`config.mk`:
```
export PLATFORM = sky130hd
export DESIGN_NAME = dm_debug_arbiter_flat
export DESIGN_NICKNAME = d
export VERILOG_FILES = /design/src/rtl/dm_debug_arbiter_pkg.sv /design/src/rtl/dm_debug_arbiter_if.sv /design/src/rtl/dm_debug_scan_seq.sv /design/src/rtl/dm_debug_arbiter.sv /design/src/flat_wrapper.sv
export SDC_FILE = /design/constraint.sdc
export NUM_CORES = 1
export LEC_CHECK = 0
export CAP_MARGIN = 20
export CELL_PAD_IN_SITES_DETAIL_PLACEMENT = 0
export CELL_PAD_IN_SITES_GLOBAL_PLACEMENT = 1
export CORE_ASPECT_RATIO = 0.75
export CORE_MARGIN = 5
export CORE_UTILIZATION = 21
export CTS_BUF_LIST = sky130_fd_sc_hd__clkbuf_2 sky130_fd_sc_hd__clkbuf_4 sky130_fd_sc_hd__clkbuf_8
export DETAILED_ROUTE_END_ITERATION = 8
export PLACE_DENSITY = 0.79
export SLEW_MARGIN = 20
export SYNTH_ARGS = -nofsm -noshare
export SYNTH_HDL_FRONTEND = slang
export SYNTH_SLANG_ARGS = --single-unit
```
`constraint.sdc`:
```
create_clock -name clk -period 1.6 [get_ports clk]
set_clock_uncertainty 0.05 [all_clocks]
set_input_delay 0.24 -clock clk [delete_from_list [all_inputs] [get_ports clk]]
set_output_delay 0.24 -clock clk [all_outputs]
set_load 0.02 [all_outputs]
```
`src/rtl/dm_debug_arbiter_pkg.sv`:
```
// Shared DMType codes and debug scan FSM encodings for the data-memory debug arbiter.
package dm_debug_arbiter_pkg;

  // DMType codes understood by the dm instance
  localparam logic [2:0] DM_TYPE_WORD     = 3'b000;
  localparam logic [2:0] DM_TYPE_HALF     = 3'b001;
  localparam logic [2:0] DM_TYPE_HALF_U   = 3'b010;
  localparam logic [2:0] DM_TYPE_BYTE     = 3'b011;
  localparam logic [2:0] DM_TYPE_BYTE_U   = 3'b100;

  // Debug scan sequencer states
  localparam logic [1:0] ST_IDLE = 2'd0;
  localparam logic [1:0] ST_REQ  = 2'd1;
  localparam logic [1:0] ST_HOLD = 2'd2;

endpackage

```
`src/rtl/dm_debug_arbiter_if.sv`:
```
// Data-memory bus bundle: the requester drives strobes/address/data, the memory returns rdata.
interface dm_debug_arbiter_if #(
  parameter int ADDR_W = 9,
  parameter int DATA_W = 32
);

  logic              we;
  logic              re;
  logic [2:0]        dtype;
  logic [ADDR_W-1:0] addr;
  logic [DATA_W-1:0] wdata;
  logic [DATA_W-1:0] rdata;

  modport master (output we, re, dtype, addr, wdata, input rdata);
  modport slave  (input we, re, dtype, addr, wdata, output rdata);

endinterface

```
`src/rtl/dm_debug_scan_seq.sv`:
```
// Debug scan sequencer: request/hold FSM, dwell counter and scan word-address register.
import dm_debug_arbiter_pkg::*;

module dm_debug_scan_seq #(
  parameter int DATA_W      = 32,
  parameter int SCAN_WORDS  = 32,
  parameter int HOLD_CYCLES = 4,
  localparam int IDX_W      = $clog2(SCAN_WORDS)
) (
  input  logic              clk,
  input  logic              rstn,
  input  logic              scan_en,
  input  logic              pause,
  input  logic              load,
  input  logic [IDX_W-1:0]  load_addr,
  input  logic              grant,
  input  logic [DATA_W-1:0] capture_data,
  output logic              scan_req,
  output logic [IDX_W-1:0]  dbg_addr,
  output logic [DATA_W-1:0] dbg_data,
  output logic              dbg_valid
);

  localparam int HC_W = (HOLD_CYCLES > 1) ? $clog2(HOLD_CYCLES) : 1;
  localparam logic [HC_W-1:0] HOLD_LAST = HC_W'(HOLD_CYCLES - 1);

  logic [1:0]      state;
  logic [HC_W-1:0] hold_cnt;

  assign scan_req = (state == ST_REQ);

  // FSM, dwell counter, capture register and address; a load always overrides the advance
  always_ff @(posedge clk or negedge rstn) begin
    if (!rstn) begin
      state     <= ST_IDLE;
      hold_cnt  <= '0;
      dbg_addr  <= '0;
      dbg_data  <= '0;
      dbg_valid <= 1'b0;
    end else begin
      dbg_valid <= 1'b0;
      if (!scan_en) begin
        state <= ST_IDLE;
      end else begin
        case (state)
          ST_IDLE: state <= ST_REQ;
          ST_REQ: begin
            if (grant) begin
              dbg_data  <= capture_data;
              dbg_valid <= 1'b1;
              hold_cnt  <= '0;
              state     <= ST_HOLD;
            end
          end
          ST_HOLD: begin
            if (load) begin
              hold_cnt <= '0;
              state    <= ST_REQ;
            end else if (hold_cnt == HOLD_LAST) begin
              state <= ST_REQ;
              if (!pause) dbg_addr <= dbg_addr + 1'b1;
            end else begin
              hold_cnt <= hold_cnt + 1'b1;
            end
          end
          default: state <= ST_IDLE;
        endcase
      end
      if (load) dbg_addr <= load_addr;
    end
  end

endmodule

```
`src/rtl/dm_debug_arbiter.sv`:
```
// Data-memory port arbiter: CPU has absolute priority, the debug scanner borrows idle cycles.
// Optional feature macro: DM_DEBUG_ARB_STATS_EN adds the saturating conflict_cnt_o counter.
import dm_debug_arbiter_pkg::*;

module dm_debug_arbiter #(
  parameter int ADDR_W      = 9,
  parameter int DATA_W      = 32,
  parameter int SCAN_WORDS  = 32,
  parameter int HOLD_CYCLES = 4,
  localparam int IDX_W      = $clog2(SCAN_WORDS)
) (
  input  logic               clk,
  input  logic               rstn,
  dm_debug_arbiter_if.slave  cpu,
  dm_debug_arbiter_if.master dm,
  input  logic               dbg_scan_en,
  input  logic               dbg_pause,
  input  logic               dbg_load,
  input  logic [IDX_W-1:0]   dbg_load_addr,
  output logic [IDX_W-1:0]   dbg_addr_o,
  output logic [DATA_W-1:0]  dbg_data_o,
  output logic               dbg_valid_o
`ifdef DM_DEBUG_ARB_STATS_EN
  ,
  output logic [15:0]        conflict_cnt_o
`endif
);

  logic              slot_free;
  logic              scan_req;
  logic              grant;
  logic [ADDR_W-1:0] dbg_byte_addr;

  assign slot_free     = ~cpu.we & ~cpu.re;
  assign grant         = slot_free & scan_req;
  assign dbg_byte_addr = ADDR_W'({dbg_addr_o, 2'b00});

  assign dm.we    = cpu.we;
  assign dm.wdata = cpu.wdata;
  assign dm.re    = cpu.re | grant;
  assign dm.addr  = grant ? dbg_byte_addr : cpu.addr;
  assign dm.dtype = grant ? DM_TYPE_WORD : cpu.dtype;
  assign cpu.rdata = dm.rdata;

  dm_debug_scan_seq #(
    .DATA_W      (DATA_W),
    .SCAN_WORDS  (SCAN_WORDS),
    .HOLD_CYCLES (HOLD_CYCLES)
  ) u_seq (
    .clk          (clk),
    .rstn         (rstn),
    .scan_en      (dbg_scan_en),
    .pause        (dbg_pause),
    .load         (dbg_load),
    .load_addr    (dbg_load_addr),
    .grant        (grant),
    .capture_data (dm.rdata),
    .scan_req     (scan_req),
    .dbg_addr     (dbg_addr_o),
    .dbg_data     (dbg_data_o),
    .dbg_valid    (dbg_valid_o)
  );

`ifdef DM_DEBUG_ARB_STATS_EN
  // Count cycles where the scanner wanted the port but the CPU held it, saturating at all-ones
  always_ff @(posedge clk or negedge rstn) begin
    if (!rstn) begin
      conflict_cnt_o <= '0;
    end else if (scan_req && !slot_free && (conflict_cnt_o != 16'hFFFF)) begin
      conflict_cnt_o <= conflict_cnt_o + 16'd1;
    end
  end
`endif

endmodule

```
`src/flat_wrapper.sv`:
```
// flat-port wrapper written by rule: the top's interface ports become plain ports
module dm_debug_arbiter_flat 
#(
  parameter int ADDR_W      = 9,
  parameter int DATA_W      = 32,
  parameter int SCAN_WORDS  = 32,
  parameter int HOLD_CYCLES = 4,
  localparam int IDX_W      = $clog2(SCAN_WORDS)
)
  (clk, rstn, dbg_scan_en, dbg_pause, dbg_load, dbg_load_addr, dbg_addr_o, dbg_data_o, dbg_valid_o, cpu_we, cpu_re, cpu_dtype, cpu_addr, cpu_wdata, cpu_rdata, dm_we, dm_re, dm_dtype, dm_addr, dm_wdata, dm_rdata);
  dm_debug_arbiter_if #(.ADDR_W(ADDR_W), .DATA_W(DATA_W)) cpu_i ();
  dm_debug_arbiter_if #(.ADDR_W(ADDR_W), .DATA_W(DATA_W)) dm_i ();
  input  logic clk;
  input  logic rstn;
  input  logic dbg_scan_en;
  input  logic dbg_pause;
  input  logic dbg_load;
  input  logic [IDX_W-1:0] dbg_load_addr;
  output logic [IDX_W-1:0] dbg_addr_o;
  output logic [DATA_W-1:0] dbg_data_o;
  output logic dbg_valid_o;
  input wire logic [$bits(cpu_i.we)-1:0] cpu_we;
  input wire logic [$bits(cpu_i.re)-1:0] cpu_re;
  input wire logic [$bits(cpu_i.dtype)-1:0] cpu_dtype;
  input wire logic [$bits(cpu_i.addr)-1:0] cpu_addr;
  input wire logic [$bits(cpu_i.wdata)-1:0] cpu_wdata;
  output wire logic [$bits(cpu_i.rdata)-1:0] cpu_rdata;
  output wire logic [$bits(dm_i.we)-1:0] dm_we;
  output wire logic [$bits(dm_i.re)-1:0] dm_re;
  output wire logic [$bits(dm_i.dtype)-1:0] dm_dtype;
  output wire logic [$bits(dm_i.addr)-1:0] dm_addr;
  output wire logic [$bits(dm_i.wdata)-1:0] dm_wdata;
  input wire logic [$bits(dm_i.rdata)-1:0] dm_rdata;
  assign cpu_i.we = cpu_we;
  assign cpu_i.re = cpu_re;
  assign cpu_i.dtype = cpu_dtype;
  assign cpu_i.addr = cpu_addr;
  assign cpu_i.wdata = cpu_wdata;
  assign cpu_rdata = cpu_i.rdata;
  assign dm_we = dm_i.we;
  assign dm_re = dm_i.re;
  assign dm_dtype = dm_i.dtype;
  assign dm_addr = dm_i.addr;
  assign dm_wdata = dm_i.wdata;
  assign dm_i.rdata = dm_rdata;
  dm_debug_arbiter #(.ADDR_W(ADDR_W), .DATA_W(DATA_W), .SCAN_WORDS(SCAN_WORDS), .HOLD_CYCLES(HOLD_CYCLES)) u_core (.clk(clk), .rstn(rstn), .cpu(cpu_i), .dm(dm_i), .dbg_scan_en(dbg_scan_en), .dbg_pause(dbg_pause), .dbg_load(dbg_load), .dbg_load_addr(dbg_load_addr), .dbg_addr_o(dbg_addr_o), .dbg_data_o(dbg_data_o), .dbg_valid_o(dbg_valid_o));
endmodule
```
# Word-level counts from Yosys, hierarchy flattened
# Index checks and enable logic that the tools add are counted.
# word_totals
word_cells	48
out_inout_bits	116
in_bits	88
regBits	42
# classes
n_addsub	2
muxes	19
bitwise_logic	5
n_eq_ne	8
n_reduce_logical	9
# ops
cell	count
two-way mux 5 bit	5
two-way mux 2 bit	7
two-way mux 9 bit	1
AND reduction 4 bit	2
nonzero test 2 bit	4
!= test 3 bit, second input constant	2
one-hot mux 2 bit (3 select lines)	1
adder 5 x 1 -> 5 bit, second input constant	1
== test 2 bit, second input constant	2
!= test 4 bit, second input constant	1
one-hot mux 2 bit (2 select lines)	1
two-way mux 1 bit	3
two-way mux 3 bit	1
AND reduction 3 bit	1
adder 2 x 1 -> 2 bit, second input constant	1
bitwise AND 1 bit	2
== test 2 x 1 -> 1 bit, second input constant	1
logical NOT 2 bit	1
!= test 2 x 1 -> 1 bit, second input constant	1
!= test 2 bit, second input constant	1
inverter 1 bit	2
AND reduction 2 bit	1
OR 1 bit	1

# Logic depth before layout (Yosys ltp)
# Gate-level depths: netlist (run 1).
# logic_depth
ltp_word	6
depth_mapped	4
depth_no_buf	4

# By module
# A second synthesis (run 1) with hierarchy kept.
# hier_totals
hier_cells	212
hier_area_um2	2459.9
# modules_own_cells
module	area_each_um2	seq_area_each_um2	n_inst	cells_per_inst
dm_debug_scan_seq	1804.2	1051.0	1	131
dm_debug_arbiter	655.6	0.0	1	81

# Worst setup path after synthesis (run 1)
# No wires, ideal clock.
# synth_timing
kind	reg2reg
from	reg u_core.u_seq.state[1]
to	reg u_core.u_seq.dbg_data[10]
setup_ns	0.125
t_required_ns	1.425
period_less_slack_ns	1.686
n_path_buf	1
setup_slack_ns	-0.086
t_arrival_ns	1.511
path_stages_with_launch	5
path_cell_list	dfrtp_1 -> nor4b_4 -> nand2_4 -> buf_6 -> mux2_4
# synth_via
elab_chain_len	3
# synth_rtl
element	line_no	source
from (decl)	dm_debug_scan_seq.sv:27	logic [1:0] state;
from (signal assigned)	dm_debug_scan_seq.sv:35	state <= ST_IDLE;
from (signal assigned)	dm_debug_scan_seq.sv:43	state <= ST_IDLE;
from (signal assigned)	dm_debug_scan_seq.sv:46	ST_IDLE: state <= ST_REQ;
== test 2 x 1 -> 1 bit (*)	dm_debug_scan_seq.sv:30, dm_debug_scan_seq.sv:45	
bitwise AND 1 bit	dm_debug_arbiter.sv:35	assign grant = slot_free & scan_req;
AND reduction 3 bit (no line) (*)	n/a	
to (signal assigned)	dm_debug_scan_seq.sv:49	dbg_data <= capture_data;
to (decl)	dm_debug_scan_seq.sv:20	output logic [DATA_W-1:0] dbg_data,
# Every way passes the cells marked *; elsewhere a longest branch is shown, timed or not.
# A chain may end at the register's enable or synchronous reset.

# Worst setup path after layout (run 1)
# layout_timing
from	reg u_core.u_seq.state[1]
to	out dm_addr[6]
# layout_via
elab_chain_len	3
# layout_rtl
element	line_no	source
== test 2 x 1 -> 1 bit	dm_debug_scan_seq.sv:30	assign scan_req = (state == ST_REQ);
bitwise AND 1 bit	dm_debug_arbiter.sv:35	
two-way mux 9 bit	dm_debug_arbiter.sv:41	assign dm.addr = grant ? dbg_byte_addr : cpu.addr;
to (decl)	flat_wrapper.sv:31	output wire logic [$bits(dm_i.addr)-1:0] dm_addr;
# Every way passes these cells.

==> results.md, run 1 <==
* Syn-to-layout area delta at 63.6%
* Unrepaired setup endpoints after global routing: yes
* Antenna violations before repair at 0
* Vias at 1892
* Ys async rst share at 100%
* Max-slew violation count at 0
* Final instance area at 4050 sq um
* Worst slew pin tran at 0.372 ns
* Layout cells sized above 1 at 34.3%
* Setup ws final at -0.229 ns
* Routability congestion estimate from global placement at 0.701
* Post-synth top cells: buf_4, dfrtp_1, mux2_4
* Synth top area share at 42.4%
* Peak Freq at 0.547 GHz
* Final ANT Viol Nets at 0
* Final clock period utilization by the worst path at 114%
* Core region area at 11600 sq um
* Clk_lat worst skew at 0.28 ns
* Min-Delay Path Class: in -> async
* Main synth FF type: dfrtp_1
* Routed vias/inst at 3.87
* Reg2reg end: u_core.u_seq.dbg_data[9]
* Detailed Routing Iterations Pass 1 at 4
* Number of DRC markers in iteration 0 at 42
* Worst hold slack at 0.360 ns
* Power per Cell Area at 945 nW/um^2
* # diodes at 0
* Die height at 104 um
* Minimum clock period at 1.83 ns
* Crit path kind: reg -> out
* Area leader, netlist: dfrtp_1
* Max Cap Viol at 0
* CTS root buf: clkbuf_8
* Seq cells post-synth at 42
* Layout net count at 416
* FF-to-FF Start: u_core.u_seq.state[1]
* Number of global-route vias before repair at 2070
* Placed insts at 475
* Final setup viols at 44
* DRC viols at 0
* Hpwl dp at 5070 um
* WL/cell at 13.6 um
* Synthesized area at 2480 sq um
* CP Capture Type: output pin
* Clock Sink Count at 42
* Top post-synthesis cells by area: dfrtp_1, buf_4, mux2_4
* CTS Buf Count at 5
* Mapped Avg Cell Area at 12.1 sq um
* Arrival @ worst endpoint at 1.54 ns
* Port bufs at 139
* Max VDD drop at 0.452 mV
* Largest net degree at the start of global routing at 32
* Core Rows at 34
* Synthesized instance count at 205
* Die W at 135 um
* GR Overflow Total at 0
* H-tree levels at 2
* R2R cell count at 7
* Yosys Warn Count at 0
* Synth unique cells at 33
* CTS tree: done
* Post-synth EDFFs at 0
* Clk buf depth at 2
* Initial core utilization at 21.4%
* Die Area at 14100 sq um
* Status: finished with violations
* Relative slew slack at 75.2%
* First-pass GRT wire length at 10400 um
* Count leader, synth: buf_4
* Post-layout util at 35.0%
* DRT Wirelength at 6640 um
* Critical path launch point type: register
* Required time of the worst setup path at 1.31 ns
* Violated checks: setup timing
* Final-report hold violation count at 0
* IO Pins at 204
* LEAKAGE at 2.06 nW
* Gr usage total at 9.00%
* CTS clk-pin slew, worst paths at 0.08 ns
* Post-synthesis sequential area ratio at 42.4%
* Placed Instance Area at 3870 sq um
* Crit-path max FO at 6
* Reg2Reg Setup Slack at -0.15 ns
* Syn nets at 295
* Non-Filler Instances at 489
area by class of cell:
class	instances	area, sq um
Clock buffer	7	90.1
Clock inverter	1	5.00
Fill cell	1195	7520
Inverter	6	22.5
Multi-Input combinational cell	86	916
Sequential cell	42	1050
Tap cell	162	203
Timing Repair Buffer	185	1760
sequential cells by signal, summed over array words and instances, names as in the netlist:
signal	count
u_core.u_seq.dbg_addr	5
u_core.u_seq.dbg_data	32
u_core.u_seq.dbg_valid	1
u_core.u_seq.hold_cnt	2
u_core.u_seq.state	2
what timing repair did:
action	CTS	global route
pin swaps	1	2
gates resized for setup	110	29
endpoints found under the hold margin	11	0
hold buffers	1	0
setup endpoints to repair	83	68
buffers inserted	2	3
through the flow:
stage	TNS, ns	power, mW	worst slack (ns)
final	-6.37	3.83	-0.229
after global routing	-9.94	4.05	-0.315
after CTS	-9.65	3.89	-0.311
after detailed placement	-28.30	3.14	-0.758
after global placement	-25.75	3.12	-0.707
after floorplan	-0.791	2.40	-0.0237
worst max-delay path, stage by stage (launching register included):
cell     delay [ns]
dfrtp_1        0.41
nor4b_4        0.22
buf_6          0.18
mux2_4         0.31
buf_6          0.13
power by group:
part           internal (mW)  switching, mW
registers               1.30          0.142
logic                  0.950          0.709
clock network          0.366          0.366
worst max path at each step:
stage                                      from                   endpoint  slack (ns)  cells past startpoint
after floorplan           u_core.u_seq.state[1]  u_core.u_seq.dbg_data[10]       -0.02                      4
after global placement                   cpu_we                 dm_addr[4]       -0.71                      5
after detailed placement                 cpu_we                 dm_addr[6]       -0.76                      5
after CTS                 u_core.u_seq.state[1]                 dm_addr[6]       -0.31                      4
after global routing      u_core.u_seq.state[1]                 dm_addr[4]       -0.32                      4
final                     u_core.u_seq.state[1]                 dm_addr[6]       -0.23                      4
routing by layer:
| layer | global-route usage, % | vias to the layer above | part of all wire (%) |
|---|---|---|---|
| met5 | 0 | - | 0 |
| met2 | 14.8 | 97 | 47 |
| met3 | 3.53 | 14 | 8.8 |
| met1 | 11.1 | 905 | 43 |
| li1 | - | 876 | - |
| met4 | 2.09 | 0 | 0.93 |
logic make-up after synthesis:
| kind of cell | after synthesis | synth area share, % |
|---|---|---|
| compound gates | 18 | 5.00 |
| fa+ha+maj | 2 | 1.01 |
| buf+inv | 77 | 22.5 |
| flops | 42 | 42.4 |
| mux | 37 | 21.2 |
| simple gates | 29 | 7.83 |
placed cells by master, fill, tap and decap left out, types with 2 or more instances in the layout:
cell and n:
a31oi_1 5, buf_12 3, buf_2 5, buf_4 43, buf_6 7, clkbuf_8 6
clkdlybuf4s50_1 69, dfrtp_1 40, dfrtp_2 2, dlygate4sd2_1 38, dlymetal6s2s_1 18, inv_1 5
mux2_2 3, mux2_4 34, nand2_1 2, nand3b_1 2, nor2_1 5, nor2b_1 7
o21ai_0 2, o31a_1 2, o31ai_1 3, or4_1 3
No activity file was read; power rests on OpenSTA's default activity.
==> run 2, diff against run 1 <==
--- a/config.mk
+++ b/config.mk
@@ -8,13 +8,11 @@
 export CAP_MARGIN = 20
 export CELL_PAD_IN_SITES_DETAIL_PLACEMENT = 0
 export CELL_PAD_IN_SITES_GLOBAL_PLACEMENT = 1
-export CORE_ASPECT_RATIO = 0.75
 export CORE_MARGIN = 5
 export CORE_UTILIZATION = 21
 export CTS_BUF_LIST = sky130_fd_sc_hd__clkbuf_2 sky130_fd_sc_hd__clkbuf_4 sky130_fd_sc_hd__clkbuf_8
 export DETAILED_ROUTE_END_ITERATION = 8
 export PLACE_DENSITY = 0.79
-export SLEW_MARGIN = 20
 export SYNTH_ARGS = -nofsm -noshare
 export SYNTH_HDL_FRONTEND = slang
 export SYNTH_SLANG_ARGS = --single-unit
==> run 2 against run 1 <==
Compared with the run above:
- the run still ends with setup timing left
- critical path depth did not move
- non-clock buffer count rose by 11
- sequential share of layout area fell by 1.1 points
- clock-buffer cell count fell by 2
- final cell count fell by 1.4%
- sequential cell count did not move
- via count rose by 4.0%
- design area rose by 4.0%
- critical path type unchanged
- largest power group unchanged
==> results.md, run 2 (same netlist as run 1, synthesis figures left out) <==
* Status: finished with violations (unchanged)
* Violated checks: setup timing (unchanged)
* Antenna violations before repair at 0 (unchanged)
* Detailed Routing Iterations Pass 1 at 4 (unchanged)
* Final clock period utilization by the worst path at 119% (was 114%)
* Setup TNS at -10.76 ns (was -6.37 ns)
* Final-report hold violation count at 0 (unchanged)
* Routed vias/inst at 4.08 (was 3.87)
* Worst hold slack at 0.377 ns (was 0.360 ns)
* Gr usage total at 10.3% (was 9.00%)
* Setup ws final at -0.301 ns (was -0.229 ns)
* Min-Delay Path Class: in -> async (unchanged)
* Crit-path max FO at 7 (was 6)
* Non-Filler Instances at 482 (was 489)
* Largest net degree at the start of global routing at 27 (was 32)
* Die Area at 14100 sq um (about the same)
* Clk_lat worst skew at 0.30 ns (was 0.28 ns)
* WL/cell at 15.3 um (was 13.6 um)
* CP top delay family: flip-flops (unchanged)
* Layout cells sized above 1 at 36.9% (was 34.3%)
* Port bufs at 139 (unchanged)
* Crit path kind: reg -> out (unchanged)
* Vias at 1968 (was 1892)
* CTS clk-pin slew, worst paths at 0.09 ns (was 0.08 ns)
* First-pass GRT wire length at 11700 um (was 10400 um)
* Clock Sink Count at 42 (unchanged)
* Core region area at 11500 sq um (was 11600 sq um)
* Largest Register: u_core.u_seq.dbg_data (unchanged)
* Crit-path cells: nor4b_4 > buf_6 > mux2_2 > buf_4 (was nor4b_4 > buf_6 > mux2_4 > buf_6)
* Initial core utilization at 21.6% (was 21.4%)
* Syn-to-layout area delta at 70.1% (was 63.6%)
* Clk buf depth at 2 (unchanged)
* Minimum clock period at 1.90 ns (was 1.83 ns)
* Die height at 119 um (was 104 um)
* Most common cell after layout, fill and taps aside: clkdlybuf4s50_1 (unchanged)
* Max VDD drop at 0.442 mV (was 0.452 mV)
* Routability congestion estimate from global placement at 0.701 (about the same)
* Arrival @ worst endpoint at 1.61 ns (was 1.54 ns)
* Placed insts at 459 (was 475)
* CTS Buf Count at 5 (unchanged)
* R2R cell count at 8 (was 7)
* # diodes at 0 (unchanged)
* Most frequent cells in the layout: clkdlybuf4s50_1, dlygate4sd2_1, buf_4 (was clkdlybuf4s50_1, buf_4, dfrtp_1)
* Layout net count at 428 (was 416)
* Final setup viols at 45 (was 44)
* Worst slew pin tran at 0.446 ns (was 0.372 ns)
* CTS tree: done (unchanged)
* Max-slew violation count at 0 (unchanged)
* Die W at 119 um (was 135 um)
* H-tree levels at 2 (unchanged)
* CP bufs+invs at 2 (unchanged)
* Final ANT Viol Nets at 0 (unchanged)
* GR Overflow Total at 0 (unchanged)
* Max Cap Viol at 0 (unchanged)
* Multi-input gate area at 922 sq um (was 916 sq um)
* IO Pins at 204 (unchanged)
* Hpwl dp at 5460 um (was 5070 um)
* DRC viols at 0 (unchanged)
* Number of DRC markers in iteration 0 at 48 (was 42)
* Power per Cell Area at 936 nW/um^2 (was 945 nW/um^2)
* Core Rows at 39 (was 34)
* Slowest cell delay on critical path at 0.42 ns (was 0.41 ns)
* Unrepaired setup endpoints after global routing: yes (unchanged)
* Largest register FFs at 32 (unchanged)
* Number of global-route vias before repair at 2136 (was 2070)
* Critical path depth in cells at 4 (unchanged)
* Critical path launch point type: register (unchanged)
* Relative slew slack at 70.2% (was 75.2%)
* Largest regs: u_core.u_seq.dbg_data: 32 flops, u_core.u_seq.dbg_addr: 5 flops (unchanged)
* LEAKAGE at 2.19 nW (was 2.06 nW)
* Post-layout util at 36.7% (was 35.0%)
* CP Capture Type: output pin (unchanged)
* Slowest CP cell: dfrtp_1 (unchanged)
* Sequential cell area at 1050 sq um (about the same)
* DRT Wirelength at 7360 um (was 6640 um)
* Filler Cells Inserted at 1123 (was 1195)
* Peak Freq at 0.526 GHz (was 0.547 GHz)
* Required time of the worst setup path at 1.31 ns (about the same)
* CTS root buf: clkbuf_8 (unchanged)
[run 2: cell types whose count changed in the layout (fill, tap and decap cells not counted), moves of 3 or more]
cell / previous run / this run
clkdlybuf4s50_1: 69 / 60
dlygate4sd2_1: 38 / 44
mux2_2: 3 / 8
mux2_4: 34 / 29
buf_16: 0 / 4
buf_6: 7 / 11
dlymetal6s2s_1: 18 / 21
[run 2: cell type report]
class | count | area share, %
clock buffers | 5 | 1.63
flip-flops and latches | 42 | 24.9
multi-input cells | 87 | 21.9
well taps | 143 | 4.25
repair buffers | 196 | 45.8
clock inverters | 3 | 0.950
inverters | 6 | 0.535
[run 2: metal layers]
layer | routed length (um) | track usage, % | up-vias
met4 | 120 | 3.54 | 0
met5 | 0 | 0 | -
met1 | 2810 | 11.0 | 939
li1 | - | - | 907
met3 | 694 | 4.25 | 16
met2 | 3730 | 18.2 | 106
[run 2: path summary, 6_finish.rpt]
check / slack (ns) / from / endpoint
setup / recovery: -0.30 / u_core.u_seq.state[1] / dm_addr[3]
hold / removal: 0.38 / rstn / u_core.u_seq.dbg_data[22]
setup reg to reg: -0.26 / u_core.u_seq.state[1] / u_core.u_seq.dbg_data[9]
hold reg to reg: 0.46 / u_core.u_seq.dbg_data[18] / u_core.u_seq.dbg_data[18]
max in group asynchronous: 0.61 / rstn / u_core.u_seq.dbg_data[30]
min in group clk: 0.43 / cpu_wdata[14] / dm_wdata[14]
[run 2: report_power, final]
group | internal, mW | total [mW] | switching (mW)
clock network | 0.460 | 0.847 | 0.387
logic | 0.937 | 1.67 | 0.732
registers | 1.29 | 1.43 | 0.133
total | 2.69 | 3.94 | 1.25
[run 2: what timing repair did]
| item | 4_1_cts | 5_1_grt |
|---|---|---|
| pin swaps | 0 | 9 |
| endpoints found under the setup margin | 92 | 72 |
| gates cloned | 4 | 1 |
| setup buffers | 2 | 8 |
| hold buffers | 1 | 0 |
| hold endpoints to repair | 16 | 0 |
| gates resized for setup | 111 | 35 |
[run 2: metrics by stage]
step / worst slack, ns / power, mW / instance area (sq um)
after floorplan: -0.0237 / 2.40 / 2480
after global placement: -0.757 / 3.13 / 3870
after detailed placement: -0.779 / 3.16 / 3870
after CTS: -0.338 / 4.01 / 4050
after global routing: -0.387 / 4.17 / 4210
final: -0.301 / 3.94 / 4210
